## src/rtl/kernel_gemm_seq.sv

```systemverilog
// Call/return sequencer that walks a runtime-sized GEMM i/j/k loop nest and streams element addresses.
// Optional cycle/stall counters are built when KERNEL_GEMM_PERF_EN is defined.
module kernel_gemm_seq #(
  parameter int ADDR_W     = 64,
  parameter int DATA_W     = 32,
  parameter int DIM_W      = 16,
  parameter int ELEM_BYTES = 4
) (
  input  logic              clock,
  input  logic              resetn,
  input  logic              start,
  output logic              busy,
  output logic              done,
  input  logic              stall,
  input  logic [DATA_W-1:0] alpha,
  input  logic [DATA_W-1:0] beta,
  input  logic [ADDR_W-1:0] A,
  input  logic [ADDR_W-1:0] B,
  input  logic [ADDR_W-1:0] C,
  input  logic [DIM_W-1:0]  ni,
  input  logic [DIM_W-1:0]  nj,
  input  logic [DIM_W-1:0]  nk,
  output logic [DATA_W-1:0] alpha_q,
  output logic [DATA_W-1:0] beta_q,
`ifdef KERNEL_GEMM_PERF_EN
  output logic [31:0]       perf_cycles,
  output logic [31:0]       perf_stalls,
`endif
  output logic              step_valid,
  input  logic              step_ready,
  output logic [ADDR_W-1:0] step_a_addr,
  output logic [ADDR_W-1:0] step_b_addr,
  output logic [ADDR_W-1:0] step_c_addr,
  output logic              step_first,
  output logic              step_last
);

  typedef enum logic [1:0] {S_IDLE, S_RUN, S_DONE} state_t;

  localparam logic [ADDR_W-1:0] EB = ADDR_W'(ELEM_BYTES);
  localparam int                SH = $clog2(ELEM_BYTES);

  state_t             state_q, state_d;
  logic               busy_q, busy_d, done_q, done_d, valid_q, valid_d;
  logic               first_q, first_d, last_q, last_d;
  logic [DATA_W-1:0]  alpha_lat_q, alpha_lat_d, beta_lat_q, beta_lat_d;
  logic [DIM_W-1:0]   i_q, i_d, j_q, j_d, k_q, k_d;
  logic [DIM_W-1:0]   ni_m1_q, ni_m1_d, nj_m1_q, nj_m1_d, nk_m1_q, nk_m1_d;
  logic [ADDR_W-1:0]  a_q, a_d, a_row_q, a_row_d;
  logic [ADDR_W-1:0]  b_q, b_d, b_col_q, b_col_d, b_base_q, b_base_d, b_stride_q, b_stride_d;
  logic [ADDR_W-1:0]  c_q, c_d;
  logic               k_wrap, j_wrap, i_wrap;

  assign k_wrap = (k_q == nk_m1_q);
  assign j_wrap = (j_q == nj_m1_q);
  assign i_wrap = (i_q == ni_m1_q);

  // Addresses advance by strength-reduced adds: a_row tracks A+i*nk, b_col tracks B+j.
  // NOTE: every next-state variable is defaulted to its current value first, so no path leaves one unassigned (no latches).
  always_comb begin
    state_d    = state_q;
    busy_d     = busy_q;
    done_d     = done_q;
    valid_d    = valid_q;
    first_d    = first_q;
    last_d     = last_q;
    alpha_lat_d = alpha_lat_q;
    beta_lat_d = beta_lat_q;
    i_d        = i_q;
    j_d        = j_q;
    k_d        = k_q;
    ni_m1_d    = ni_m1_q;
    nj_m1_d    = nj_m1_q;
    nk_m1_d    = nk_m1_q;
    a_d        = a_q;
    a_row_d    = a_row_q;
    b_d        = b_q;
    b_col_d    = b_col_q;
    b_base_d   = b_base_q;
    b_stride_d = b_stride_q;
    c_d        = c_q;
    case (state_q)
      S_IDLE: begin
        if (start) begin
          alpha_lat_d = alpha;
          beta_lat_d  = beta;
          i_d         = '0;
          j_d         = '0;
          k_d         = '0;
          ni_m1_d     = ni - DIM_W'(1);
          nj_m1_d     = nj - DIM_W'(1);
          nk_m1_d     = nk - DIM_W'(1);
          a_d         = A;
          a_row_d     = A;
          b_d         = B;
          b_col_d     = B;
          b_base_d    = B;
          b_stride_d  = ADDR_W'(nj) << SH;
          c_d         = C;
          first_d     = 1'b1;
          last_d      = (nk == DIM_W'(1));
          busy_d      = 1'b1;
          if (ni == '0 || nj == '0 || nk == '0) begin
            state_d = S_DONE;
            done_d  = 1'b1;
            valid_d = 1'b0;
          end else begin
            state_d = S_RUN;
            valid_d = 1'b1;
          end
        end
      end
      S_RUN: begin
        if (step_ready) begin
          if (k_wrap && j_wrap && i_wrap) begin
            state_d = S_DONE;
            valid_d = 1'b0;
            done_d  = 1'b1;
          end else if (!k_wrap) begin
            k_d     = k_q + DIM_W'(1);
            a_d     = a_q + EB;
            b_d     = b_q + b_stride_q;
            first_d = 1'b0;
            last_d  = (k_q + DIM_W'(1) == nk_m1_q);
          end else begin
            k_d     = '0;
            first_d = 1'b1;
            last_d  = (nk_m1_q == '0);
            c_d     = c_q + EB;
            if (!j_wrap) begin
              j_d     = j_q + DIM_W'(1);
              a_d     = a_row_q;
              b_col_d = b_col_q + EB;
              b_d     = b_col_q + EB;
            end else begin
              // The element after A[i][nk-1] is A[i+1][0], so the new row base is one step on.
              j_d     = '0;
              i_d     = i_q + DIM_W'(1);
              a_d     = a_q + EB;
              a_row_d = a_q + EB;
              b_col_d = b_base_q;
              b_d     = b_base_q;
            end
          end
        end
      end
      S_DONE: begin
        if (!stall) begin
          state_d = S_IDLE;
          busy_d  = 1'b0;
          done_d  = 1'b0;
        end
      end
      default: state_d = S_IDLE;
    endcase
  end

  // NOTE: state registers use non-blocking assignments only, so every flop samples pre-edge values.
  always_ff @(posedge clock or negedge resetn) begin
    if (!resetn) begin
      state_q     <= S_IDLE;
      busy_q      <= 1'b0;
      done_q      <= 1'b0;
      valid_q     <= 1'b0;
      first_q     <= 1'b0;
      last_q      <= 1'b0;
      alpha_lat_q <= '0;
      beta_lat_q  <= '0;
      i_q         <= '0;
      j_q         <= '0;
      k_q         <= '0;
      ni_m1_q     <= '0;
      nj_m1_q     <= '0;
      nk_m1_q     <= '0;
      a_q         <= '0;
      a_row_q     <= '0;
      b_q         <= '0;
      b_col_q     <= '0;
      b_base_q    <= '0;
      b_stride_q  <= '0;
      c_q         <= '0;
    end else begin
      state_q     <= state_d;
      busy_q      <= busy_d;
      done_q      <= done_d;
      valid_q     <= valid_d;
      first_q     <= first_d;
      last_q      <= last_d;
      alpha_lat_q <= alpha_lat_d;
      beta_lat_q  <= beta_lat_d;
      i_q         <= i_d;
      j_q         <= j_d;
      k_q         <= k_d;
      ni_m1_q     <= ni_m1_d;
      nj_m1_q     <= nj_m1_d;
      nk_m1_q     <= nk_m1_d;
      a_q         <= a_d;
      a_row_q     <= a_row_d;
      b_q         <= b_d;
      b_col_q     <= b_col_d;
      b_base_q    <= b_base_d;
      b_stride_q  <= b_stride_d;
      c_q         <= c_d;
    end
  end

`ifdef KERNEL_GEMM_PERF_EN
  logic [31:0] perf_cycles_q, perf_stalls_q;

  always_ff @(posedge clock or negedge resetn) begin
    if (!resetn) begin
      perf_cycles_q <= '0;
      perf_stalls_q <= '0;
    end else if (state_q == S_IDLE && start) begin
      perf_cycles_q <= '0;
      perf_stalls_q <= '0;
    end else begin
      if (state_q == S_RUN && perf_cycles_q != '1) perf_cycles_q <= perf_cycles_q + 32'd1;
      if (valid_q && !step_ready && perf_stalls_q != '1) perf_stalls_q <= perf_stalls_q + 32'd1;
    end
  end

  assign perf_cycles = perf_cycles_q;
  assign perf_stalls = perf_stalls_q;
`endif

  assign busy        = busy_q;
  assign done        = done_q;
  assign step_valid  = valid_q;
  assign step_first  = first_q;
  assign step_last   = last_q;
  assign step_a_addr = a_q;
  assign step_b_addr = b_q;
  assign step_c_addr = c_q;
  assign alpha_q     = alpha_lat_q;
  assign beta_q      = beta_lat_q;

endmodule

```

## config.mk

```make
export PLATFORM = sky130hd
export DESIGN_NAME = kernel_gemm_seq
export DESIGN_NICKNAME = d
export VERILOG_FILES = /design/src/rtl/kernel_gemm_seq.sv
export SDC_FILE = /design/constraint.sdc
export NUM_CORES = 2
export LEC_CHECK = 0
export BUFFER_PORTS_ARGS = -buffer_cell sky130_fd_sc_hd__buf_2
export CORE_ASPECT_RATIO = 0.8
export CORE_MARGIN = 1.5
export CORE_UTILIZATION = 59
export CTS_BUF_LIST = sky130_fd_sc_hd__clkbuf_4 sky130_fd_sc_hd__clkbuf_8
export DETAILED_ROUTE_END_ITERATION = 12
export PLACE_DENSITY = 0.84
export SYNTH_ARGS = -nofsm -noshare
export SYNTH_HDL_FRONTEND = slang
export SYNTH_SLANG_ARGS = --single-unit
```

## constraint.sdc

```tcl
create_clock -name clock -period 3.5 [get_ports clock]
set_clock_uncertainty 0.1 [all_clocks]
set_input_delay 0.7 -clock clock [delete_from_list [all_inputs] [get_ports clock]]
set_output_delay 0.7 -clock clock [all_outputs]
set_load 0.01 [all_outputs]
```

# == Word level (Yosys, flattened, before mapping) ==
# Cells that the tools add are included.
# word_totals
ff_bits,567
input_bits,309
out_inout_bits,261
elab_cells,134
# op_classes
addsub,10
n_eq_ne,15
muxes,68
n_reduce_logical,20
# op_table
operator,n
2-to-1 mux 64 bit,20
case mux 64 bit (2 select lines),5
"adder 64 x 3 -> 64 bit, second input constant",3
2-to-1 mux 16 bit,12
case mux 16 bit (2 select lines),3
adder 64 x 18 -> 64 bit,1
== test 16 bit,4
zero test 16 bit,4
"adder 16 x 1 -> 16 bit, second input constant",3
"subtractor 16 x 1 -> 16 bit, second input constant",3
2-to-1 mux 1 bit,17
"== test 16 x 1 -> 1 bit, second input constant",1
"inequality test 2 bit, second input constant",8
AND reduction 4 bit,3
AND reduction 6 bit,2
2-to-1 mux 2 bit,5
case mux 1 bit (2 select lines),4
case mux 2 bit (3 select lines),1
AND reduction 5 bit,1
nonzero test 2 bit,2
case mux 1 bit (3 select lines),1
AND reduction 3 bit,1
nonzero test 3 bit,1
"== test 2 x 1 -> 1 bit, second input constant",1
5 further kinds,7

# == Depth between registers and ports, before layout ==
# logic_depth
ltp_word,6
mapped_depth,13
depth_no_buf,10

# == Least setup slack after synthesis ==
# OpenSTA, ideal clock, no wires.
# synth_timing
path_kind,register to register
startpoint,"register b_q[15], in the netlist step_b_addr[15]"
endpoint,"register b_q[49], in the netlist step_b_addr[49]"
setup_ns,0.065
arrival_time_ns,2.656
required_ns,3.335
setup_slack_ns,0.679
stages_incl_launch_ff,12
path_buffers,2
period_less_slack_ns,2.821
cell_sequence,dfrtp_1 -> ha_1 -> a21o_1 -> a21o_1 -> a211o_1 -> o21ai_0 -> and2_1 -> clkbuf_1 -> clkbuf_1 -> nor4_1 -> o31ai_1 -> o21a_1
# synth_between
elab_chain_cells,5
# synth_rtl
item,line_no,source
"start, declared",50,"logic [ADDR_W-1:0] b_q, b_d, b_col_q, b_col_d, b_base_q, b_base_d, b_stride_q, b_stride_d;"
"start signal, assigned",177,b_q <= '0;
"start signal, assigned",199,b_q <= b_d;
adder 64 x 18 -> 64 bit,122,b_d = b_q + b_stride_q;
2-to-1 mux 64 bit,119,end else if (!k_wrap) begin
2-to-1 mux 64 bit,115,if (k_wrap && j_wrap && i_wrap) begin
2-to-1 mux 64 bit,114,if (step_ready) begin
case mux 64 bit (2 select lines),82,case (state_q)
# No other way between the ends. The select of a mux whose other input is x is not followed.
# A chain may end at the register's enable or synchronous reset.

# == Final worst setup path ==
# layout_timing
startpoint,register k_q[4]
endpoint,register a_row_q[34]
# layout_between
elab_chain_cells,5
word_cells_on_any_way,6
cone_classes,3 x eq/ne; 3 x reduce/logical
# layout_rtl
item,line_no,source
"start, declared",47,"logic [DIM_W-1:0] i_q, i_d, j_q, j_d, k_q, k_d;"
"start signal, assigned",193,k_q <= k_d;
== test 16 bit (*),54,assign k_wrap = (k_q == nk_m1_q);
logical AND 1 bit (2 in a row),115,
inequality test 2 bit (no line),-,
AND reduction 5 bit (no line) (*),-,
"end signal, assigned",198,a_row_q <= a_row_d;
"end, declared",49,"logic [ADDR_W-1:0] a_q, a_d, a_row_q, a_row_d;"
# Mark *: on every way between the ends. The rest lies on a longest branch, timed or not.

==> impl_metrics.env <==
export IMPL_period_minus_slack_ns=3.348
export IMPL_synth_compound_area_frac=0.1896
export IMPL_synth_top_cell_area_share=0.4380
export IMPL_rows=76
export IMPL_synth_area_top_cells="dfrtp_1, mux2_2, o21ai_0"
export IMPL_max_vdd_ir_drop_mv=0.8559
export IMPL_start_util=0.5998
export IMPL_grt_busiest_layer="met2"
export IMPL_firstDrtPassIters=6
export IMPL_path_clk_slew_ns=0.07
export IMPL_drc=0
export IMPL_max_cap_viol_count=0
export IMPL_final_setup_tns_ns=0
export IMPL_via_per_inst=6.480
export IMPL_met3_usage=0.1066
export IMPL_grt_usage=0.3799
export IMPL_max_stage_delay_ns=0.59
export IMPL_synth_area_mux_share=0.06879
export IMPL_crit_buf_inv=1
export IMPL_crit_path_end_kind="flip-flop"
export IMPL_fin_nets=4452
export IMPL_postSynthCellCount=3560
export IMPL_period_share=0.9565
export IMPL_synth_fp_nets=3902
export IMPL_wl_per_cell_um=22.31
export IMPL_synth_seq_cells=567
export IMPL_rsz0062_at_grt="false"
export IMPL_status="finished, final reports clean"
export IMPL_drt_initial_drc_count=4273
export IMPL_antenna_found_initial=22
export IMPL_overflow=0
export IMPL_gr_usage_met2=0.5539
export IMPL_numPortBuffers=569
export IMPL_finalInstanceArea_mm2=0.03835
export IMPL_worst_path_max_delay_cell="a211oi_4"
export IMPL_ys_flop_type="dfrtp_1"
export IMPL_slew_headroom=0.3559
export IMPL_synth_fa_ha_area_frac=0.01298
export IMPL_clk_path_buf_depth=3
export IMPL_setup_viol=0
export IMPL_async_reset_ff_frac=1.000
export IMPL_placed_area_mm2=0.03633
export IMPL_leakage_nw=16.76
export IMPL_synth_largest_area_cell="dfrtp_1"
export IMPL_detailed_place_hpwl_um=76430
export IMPL_core_area_mm2=0.05401
export IMPL_synth_cell_type_count=95
export IMPL_dieArea_mm2=0.05633
export IMPL_cp_start_kind="flip-flop"
export IMPL_avgSynthCellArea_um2=9.100
export IMPL_synth_xor_area_frac=0.06543
export IMPL_clk_latency_ns=0.70
export IMPL_worstPathCellList="xor2_1, nor4_1, and4_2, o21ai_2, a211oi_4, buf_4, o22ai_1, a21oi_1"
export IMPL_grt_max_degree=98
export IMPL_crit_arrival_ns=3.87
export IMPL_fin_hold_ws_ns=0.1355
export IMPL_die_w_um=265.0
export IMPL_cts_buffers=93
export IMPL_grt_use_met1=0.5360
export IMPL_crit_family="compound AO/OA/AOI/OAI gates"
export IMPL_yosysMostFrequentCell="dfrtp_1"
export IMPL_drv_slew=0
export IMPL_grt_pass1_vias=29830
export IMPL_critPathMaxFanout=26
export IMPL_htreeDepth=3
export IMPL_io_pins=570
export IMPL_synth_area_mm2=0.03239
export IMPL_hp_class="in -> reg"
export IMPL_synth_top_family_by_area="compound AO/OA/AOI/OAI gates"
export IMPL_layout_drive_gt1_share=0.2559
export IMPL_numClockSinks=567
export IMPL_num_fill_cells=4160
export IMPL_power_density_mw_per_mm2=987.9
export IMPL_crit_required_ns=4.02
export IMPL_max_clock_freq_ghz=0.2987
export IMPL_synthTopCellsByCount="dfrtp_1, nand2_1, o21ai_0"
export IMPL_vias=31740
export IMPL_setup_worst_path_class="reg -> reg"
export IMPL_seq_area_frac_synth=0.4380
export IMPL_synth_simple_area_share=0.1894
export IMPL_post_cts_buffers=0
export IMPL_cts_tree="built"
export IMPL_gp_congestion=0.9591
export IMPL_wirelength_um=109300
export IMPL_cts_root_buf="clkbuf_8"
export IMPL_syn_to_final_growth_pct=18.38
export IMPL_ant_nets=0
export IMPL_die_height_um=212.6
export IMPL_synth_edff_count=0
export IMPL_hold_viol_final=0
export IMPL_yosysWarnings=0
export IMPL_worstMarginPinSlew_ns=0.9662
export IMPL_grt_pass1_wl_um=168800
==> stage by stage <==
stage,worst slack [ns],std cells,total power [mW],util
after global placement,0.3341,4716,30.52,0.6726
final,0.1521,4897,37.89,0.7100
after detailed placement,0.2526,4716,31.13,0.6726
after CTS,0.2367,4880,37.48,0.7091
after global routing,0.06491,4889,40.21,0.7096
after floorplan,0.6790,3560,24.40,-
==> final cells by class <==
type	instances	area, um^2	area share
Multi-Input combinational cell	2714	17170	0.4476
Sequential cell	567	14190	0.3700
Timing Repair Buffer	676	3889	0.1014
Clock buffer	143	1812	0.04724
Tap cell	702	878.3	0.02290
Inverter	58	220.2	0.005742
Clock inverter	20	152.6	0.003980
Antenna cell	17	42.54	0.001109
==> per-layer routing <==
metal,vias up,part of all wire
li1,14130,-
met1,15350,0.42
met2,1930,0.43
met3,309,0.11
met4,14,0.039
met5,-,0.00072
==> worst paths after layout <==
check / start / slack (ns) / cells after the start / endpoint
max: k_q[4] / 0.15 / 8 / a_row_q[34]
min: B[33] / 0.14 / 2 / b_base_q[33]
max reg2reg: k_q[4] / 0.15 / 8 / a_row_q[34]
max in group asynchronous: resetn / 1.83 / 4 / b_col_q[24]
min reg2reg: step_b_addr[0] / 0.37 / 2 / step_b_addr[0]
min in group asynchronous: resetn / 0.41 / 2 / b_base_q[32]
==> flip-flops by register name (all words and copies together) (netlist names), 32 cells and up <==
register	flops
step_b_addr	64
b_col_q	64
step_a_addr	64
beta_q	32
a_row_q	64
step_c_addr	64
alpha_q	32
b_base_q	64
==> placed cells by master (no fill, tap or decap), types with 111 or more instances in the layout <==
cell	synthesis	routed
buf_2	60	568
dfrtp_1	567	567
nand2_1	389	386
o21ai_0	334	333
nor2_1	260	257
a21oi_1	260	257
mux2_2	149	149
nand3_1	144	144
xor2_1	131	131
clkbuf_8	0	118
xnor2_1	111	111
==> timing repair <==
item,4_1_cts,5_1_grt
endpoints found under the hold margin,42,0
endpoints found under the setup margin,0,2
hold buffers,1,0
gates resized for setup,0,2
==> cells by family (layout without fill, tap and decap cells) <==
kind of cell / Yosys count / after routing
muxes: 204 / 204
adders and majority gates: 33 / 33
DFF: 567 / 567
other: 0 / 17
and+or+nand+nor: 1229 / 1229
xor gates and xnor gates: 242 / 242
buffers and inverters: 279 / 897
AOI/OAI and AO/OA: 1006 / 1006
==> power by group <==
group | leakage, nW | internal [mW] | total [mW] | switching, mW
Clock | 1.05 | 3.38 | 6.24 | 2.86
Combinational | 8.90 | 7.38 | 18.7 | 11.3
Sequential | 6.81 | 9.72 | 13.0 | 3.26
Total | 16.8 | 20.5 | 37.9 | 17.4
Note: power is estimated with default switching activity, not from simulation.
